==> src/rtl/exe_alu_seq.sv <==
// exe_alu_seq: execute-stage ALU with a registered result, valid/ready
// handshake, an NZCV status register and an iterative shift-add MUL/MLA.
module exe_alu_seq #(
   parameter int WIDTH = 32,
   parameter int CNT_W = $clog2(WIDTH) + 1
) (
   input  logic             clk,
   input  logic             rst,
   input  logic             in_valid,
   output logic             in_ready,
   input  logic [3:0]       EXE_CMD,
   input  logic             S,
   input  logic [WIDTH-1:0] Val1,
   input  logic [WIDTH-1:0] Val2,
   input  logic [WIDTH-1:0] Val3,
   output logic             out_valid,
   output logic [WIDTH-1:0] result,
   output logic [3:0]       status
);

   localparam logic [0:0] ST_IDLE = 1'b0;
   localparam logic [0:0] ST_MULT = 1'b1;

   localparam logic [3:0] OP_MOV = 4'b0001;
   localparam logic [3:0] OP_ADD = 4'b0010;
   localparam logic [3:0] OP_ADC = 4'b0011;
   localparam logic [3:0] OP_SUB = 4'b0100;
   localparam logic [3:0] OP_SBC = 4'b0101;
   localparam logic [3:0] OP_AND = 4'b0110;
   localparam logic [3:0] OP_ORR = 4'b0111;
   localparam logic [3:0] OP_EOR = 4'b1000;
   localparam logic [3:0] OP_MVN = 4'b1001;
   localparam logic [3:0] OP_MUL = 4'b1010;
   localparam logic [3:0] OP_MLA = 4'b1011;

   localparam logic [CNT_W-1:0] LAST_CNT = CNT_W'(WIDTH - 1);

   logic [0:0]       state_q,     state_d;
   logic [WIDTH-1:0] result_q,    result_d;
   logic [3:0]       status_q,    status_d;
   logic             out_valid_q, out_valid_d;
   logic [WIDTH-1:0] mcand_q,     mcand_d;
   logic [WIDTH-1:0] mplier_q,    mplier_d;
   logic [WIDTH-1:0] acc_q,       acc_d;
   logic [CNT_W-1:0] count_q,     count_d;
   logic             s_q,         s_d;

   logic [WIDTH:0]   alu_sum;
   logic [WIDTH-1:0] alu_res;
   logic [3:0]       alu_nzcv;
   logic             is_mul;
   logic [WIDTH-1:0] acc_step;

   // Reset also forces in_ready low so nothing is accepted on a reset edge.
   assign in_ready  = ~rst & (state_q == ST_IDLE);
   assign out_valid = out_valid_q;
   assign result    = result_q;
   assign status    = status_q;

   assign is_mul   = (EXE_CMD == OP_MUL) || (EXE_CMD == OP_MLA);
   assign acc_step = acc_q + (mplier_q[0] ? mcand_q : '0);

   // Single-cycle datapath: result and the flags it would write if S is set.
   always_comb begin
      alu_sum  = '0;
      alu_res  = '0;
      alu_nzcv = status_q;
      case (EXE_CMD)
         OP_MOV: alu_res = Val2;
         OP_MVN: alu_res = ~Val2;
         OP_AND: alu_res = Val1 & Val2;
         OP_ORR: alu_res = Val1 | Val2;
         OP_EOR: alu_res = Val1 ^ Val2;
         OP_ADD: alu_sum = {1'b0, Val1} + {1'b0, Val2};
         OP_ADC: alu_sum = {1'b0, Val1} + {1'b0, Val2} + {{WIDTH{1'b0}}, status_q[1]};
         // Subtract as Val1 + ~Val2 + cin so carry out means "no borrow".
         OP_SUB: alu_sum = {1'b0, Val1} + {1'b0, ~Val2} + {{WIDTH{1'b0}}, 1'b1};
         OP_SBC: alu_sum = {1'b0, Val1} + {1'b0, ~Val2} + {{WIDTH{1'b0}}, status_q[1]};
         default: alu_res = '0;
      endcase
      case (EXE_CMD)
         OP_ADD, OP_ADC, OP_SUB, OP_SBC: alu_res = alu_sum[WIDTH-1:0];
         default: ;
      endcase
      case (EXE_CMD)
         OP_MOV, OP_MVN, OP_AND, OP_ORR, OP_EOR: begin
            alu_nzcv[3] = alu_res[WIDTH-1];
            alu_nzcv[2] = (alu_res == '0);
         end
         OP_ADD, OP_ADC: begin
            alu_nzcv[3] = alu_res[WIDTH-1];
            alu_nzcv[2] = (alu_res == '0);
            alu_nzcv[1] = alu_sum[WIDTH];
            alu_nzcv[0] = (Val1[WIDTH-1] == Val2[WIDTH-1]) &&
                          (alu_res[WIDTH-1] != Val1[WIDTH-1]);
         end
         OP_SUB, OP_SBC: begin
            alu_nzcv[3] = alu_res[WIDTH-1];
            alu_nzcv[2] = (alu_res == '0);
            alu_nzcv[1] = alu_sum[WIDTH];
            alu_nzcv[0] = (Val1[WIDTH-1] != Val2[WIDTH-1]) &&
                          (alu_res[WIDTH-1] != Val1[WIDTH-1]);
         end
         default: ;
      endcase
   end

   // Control FSM: single-cycle ops retire at accept, MUL/MLA iterate one bit per cycle.
   always_comb begin
      state_d     = state_q;
      result_d    = result_q;
      status_d    = status_q;
      out_valid_d = 1'b0;
      mcand_d     = mcand_q;
      mplier_d    = mplier_q;
      acc_d       = acc_q;
      count_d     = count_q;
      s_d         = s_q;
      case (state_q)
         ST_IDLE: begin
            if (in_valid && in_ready) begin
               if (is_mul) begin
                  mcand_d  = Val1;
                  mplier_d = Val2;
                  acc_d    = (EXE_CMD == OP_MLA) ? Val3 : '0;
                  s_d      = S;
                  count_d  = '0;
                  state_d  = ST_MULT;
               end else begin
                  result_d    = alu_res;
                  out_valid_d = 1'b1;
                  if (S) status_d = alu_nzcv;
               end
            end
         end
         default: begin
            acc_d    = acc_step;
            mcand_d  = mcand_q << 1;
            mplier_d = mplier_q >> 1;
            count_d  = count_q + 1'b1;
            if (count_q == LAST_CNT) begin
               result_d    = acc_step;
               out_valid_d = 1'b1;
               state_d     = ST_IDLE;
               // Multiply only defines N and Z; C and V carry over.
               if (s_q) status_d = {acc_step[WIDTH-1], (acc_step == '0), status_q[1:0]};
            end
         end
      endcase
   end

   // State registers with synchronous reset; reset also aborts a multiply in flight.
   always_ff @(posedge clk) begin
      if (rst) begin
         state_q     <= ST_IDLE;
         result_q    <= '0;
         status_q    <= 4'b0000;
         out_valid_q <= 1'b0;
         mcand_q     <= '0;
         mplier_q    <= '0;
         acc_q       <= '0;
         count_q     <= '0;
         s_q         <= 1'b0;
      end else begin
         state_q     <= state_d;
         result_q    <= result_d;
         status_q    <= status_d;
         out_valid_q <= out_valid_d;
         mcand_q     <= mcand_d;
         mplier_q    <= mplier_d;
         acc_q       <= acc_d;
         count_q     <= count_d;
         s_q         <= s_d;
      end
   end

endmodule

==> config.mk <==
export PLATFORM = sky130hd
export DESIGN_NAME = exe_alu_seq
export DESIGN_NICKNAME = d
export VERILOG_FILES = /design/src/rtl/exe_alu_seq.sv
export SDC_FILE = /design/constraint.sdc
export NUM_CORES = 1
export LEC_CHECK = 0
export CAP_MARGIN = 25
export CORE_MARGIN = 1
export CORE_UTILIZATION = 50
export CTS_CLUSTER_DIAMETER = 150
export DETAILED_ROUTE_END_ITERATION = 16
export PLACE_DENSITY = 0.7
export SYNTH_ARGS = -nofsm -noshare
export SYNTH_HDL_FRONTEND = slang
export SYNTH_SLANG_ARGS = --single-unit
==> constraint.sdc <==
create_clock -name clk -period 15.7 [get_ports clk]
set_input_delay 1.57 -clock clk [delete_from_list [all_inputs] [get_ports clk]]
set_output_delay 1.57 -clock clk [all_outputs]
set_load 0.05 [all_outputs]
==> results.py <==
metrics = {
    "status": {
        "status": "finished, final reports clean",
    },
    "cells_and_area": {
        "nets": 2553,
        "drive_gt1_share_pct": 5.522,
        "fin_util_pct": 57.15,
        "fillers": 3174,
        "area_growth_pct": 12.18,
        "layout.cells.non_filler": 2762,
        "postLayoutCellArea_um2": 18600,
    },
    "clock_tree": {
        "clockBufferDepth": 2,
        "post_cts_buffers": 0,
        "cts.sinks": 141,
        "clkTransAtPathRegs_ps": 70,
        "h-tree-depth": 4,
        "cts.repair.resized": 0,
        "cts-root-buf": "clkbuf_16",
        "numCtsBuffers": 17,
        "clock_latency_ps": 460,
        "tritoncts": "built",
        "hold_buffers": 0,
    },
    "power": {
        "p_switching_uw": 540.5,
        "p_leak_uw": 0.007221,
        "fin_total_pwr_uw": 1322,
        "powerDensity_nw_per_um2": 71.07,
        "p_int_uw": 781.1,
        "swShare_pct": 40.90,
        "seqPwrFrac_pct": 28.3,
        "p_comb_share_pct": 39.8,
        "clkPwrFrac_pct": 31.9,
        "ir_worst_vdd_mv": 0.09006,
    },
    "die": {
        "start_util_pct": 50.95,
        "fp.dieW_um": 184.1,
        "ioPinCount": 142,
        "core_area_um2": 32540,
        "rows": 66,
        "dieArea_um2": 33880,
        "die_height_um": 184.1,
    },
    "detailed_routing": {
        "vias": 18390,
        "routed_via_density": 6.659,
        "first_pass_iters": 5,
        "drtIter0Drc": 2254,
        "wirelength_um": 67000,
        "ant_nets": 0,
        "wire_per_inst_um": 24.26,
        "drc": 0,
    },
    "logic_synthesis": {
        "synth.most_common_cell": "nand2_1",
        "synth_common_cells": "nand2_1, a21oi_1, nor2_1",
        "ys_top_cells_by_area": "dfxtp_1, ha_1, a21oi_1",
        "ys_seq_area_share_pct": 17.03,
        "yosysUniqueCellTypes": 114,
        "yosysTopAreaCell": "dfxtp_1",
        "synthArstFlopShare_pct": 0,
        "synth-edff-count": 0,
        "ys.flop_type": "dfxtp_1",
        "yosys_warnings": 0,
        "ys_seq_elements": 141,
        "syn-num-nets": 2526,
        "syn_avg_cell_area_um2": 7.277,
        "synth_top_area_share_pct": 17.03,
        "synthesis.instances": 2278,
        "netlist_area_um2": 16580,
    },
    "worst_hold_path": {
        "whs_endpoint": "result[19]",
        "hp-class": "flop to flop",
        "whs_path_depth": 2,
        "hold_start": "result[19]",
    },
    "setup_path": {
        "worst-r2r-setup-slack_ps": 10890,
        "required_ps": 16090,
        "critical-path-slowest-cell": "ha_1",
        "arrival_ps": 7770,
        "rr_startpoint": "mplier_q[0]",
        "r2r-end": "status[2]",
        "worstSetupPathType": "input pin to flop",
        "r2r_cells": 16,
        "crit_fanout": 19,
        "cpPeakStageDelay_ps": 720,
        "crit_top_cell": "nor4_2",
        "worstPathCellList": "clkdlybuf4s50_1 > inv_1 > ha_1 > nor2b_1 > nor4_2 > a21oi_1 > a31oi_1 > xnor2_1 > or4_1 > nor4_1 > xor2_1 > a2111oi_0 > o21ai_0 > or4_4 > nor4_2 > nand4_1 > nand2_1",
        "cp-start-kind": "input pin",
        "cp-end-kind": "flop",
    },
    "global_route": {
        "track_usage_pct": 39.13,
        "grt_pass1_wl_um": 101200,
        "first_global_vias": 16720,
        "grt_max_degree": 77,
        "gr-total-overflow": 0,
        "antenna_found_initial": 5,
    },
    "placed_design": {
        "place_area_um2": 18010,
        "hpwl_um": 50520,
        "gp_congestion": 1.026,
        "dp_cells": 2728,
        "port_buffers": 141,
    },
    "sta": {
        "rsz0062_at_grt": "no",
        "max_slew.worst_pin.slew_ps": 1118,
        "slew_headroom_pct": 24.54,
        "fmax_ghz": 0.1356,
        "setup-tns-final_ps": 0,
        "finalClockSkew_ps": 22.42,
        "final_hold_viol_count": 0,
        "layout_min_cycle_time_ps": 7374,
        "finalCritPeriodShare_pct": 46.97,
        "setup_viol": 0,
        "slew_viol_final": 0,
    },
    "flow_run": {
        "max_cap_violations": 0,
    },
}
worst max-delay path, delay by kind of cell:
kind	cells	cell delay, ps
and+or+nand+nor	8	2800
AOI/OAI and AO/OA	4	1600
adders and majority gates	1	720
buffers and inverters	2	690
xor gates and xnor gates	2	370
power by group through the flow:
stage	clock, uW	sequential (uW)	combinational (uW)
after CTS	423	374	510
after detailed placement	0	382	508
final	421	375	526
after floorplan	0	395	336
after global placement	0	382	505
after global routing	435	375	563
cell usage in the layout, fill, tap and decap left out, drive strengths merged, types with 14 or more instances in the layout:
cell type | synthesis | final
nand2b | 20 | 20
clkdlybuf4s50 | 0 | 139
dfxtp | 141 | 141
nor4 | 33 | 33
a221oi | 37 | 37
o31ai | 24 | 24
nor2b | 19 | 19
ha | 141 | 141
a31oi | 19 | 19
a211o | 15 | 15
o211ai | 56 | 56
and2 | 50 | 50
inv | 108 | 112
o221ai | 14 | 14
xor2 | 41 | 41
a211oi | 66 | 66
a22oi | 66 | 66
a311oi | 17 | 17
o21ai | 112 | 112
nand3 | 54 | 54
xnor2 | 100 | 100
nor3 | 61 | 61
nand2 | 238 | 238
a21oi | 213 | 213
buf | 29 | 23
clkbuf | 125 | 23
or3 | 14 | 14
nand4 | 16 | 16
and3 | 27 | 27
nor2 | 187 | 187
a21o | 40 | 40
or4 | 16 | 16
routing by layer:
metal	global-route usage (%)	up-vias	part of all wire, %	wire length [um]
li1	-	8486	-	-
met1	56.06	8799	45	30180
met2	59.67	969	43	28910
met3	6.042	130	9.1	6109
met4	11.80	8	2.6	1761
met5	0	-	0.067	45
final cells by class:
type                    count  area, um2  share of cell area, %
multi-input cells        1873      12650                  68.05
flip-flops and latches    141       2826                  15.20
repair buffers            162       1562                  8.397
well taps                 442      553.0                  2.974
clock buffers              23      509.2                  2.739
inverters                 110      412.9                  2.220
clock inverters             9      73.82                 0.3970
diodes                      2      5.005                0.02691
how the worst max path moves through the flow:
stage               cells after the start         end  startpoint  slack, ps
finish                                 17   status[2]     Val2[4]       8330
floorplan                              21  result[30]  EXE_CMD[2]       9540
global placement                       17   status[2]     Val2[4]       8240
global route                           17   status[2]     Val2[4]       8060
detailed placement                     17   status[2]     Val2[7]       8130
CTS                                    17   status[2]     Val2[7]       8560
per-stage QoR:
step / hold slack (ps) / setup WS [ps]
2_1_floorplan: 436.4 / 9542
3_3_place_gp: 438.5 / 8242
3_5_place_dp: 445.8 / 8135
4_1_cts: 452.9 / 8565
5_1_grt: 466.9 / 8061
6_report: 449.6 / 8326
sequential cells by signal, indices dropped and copies added (netlist names), 4 cells and up:
signal / count
acc_q: 32
mcand_q: 32
mplier_q: 32
result: 32
count_q: 6
status: 4
cells by family after synthesis:
| logic type | share of synthesized area, % |
|---|---|
| xor gates and xnor gates | 7.541 |
| AOI/OAI and AO/OA | 32.90 |
| and+or+nand+nor | 23.60 |
| DFF | 17.03 |
| adders and majority gates | 11.01 |
| buffers and inverters | 7.073 |
| muxes | 0.8605 |
(Power assumes the default switching activity.)
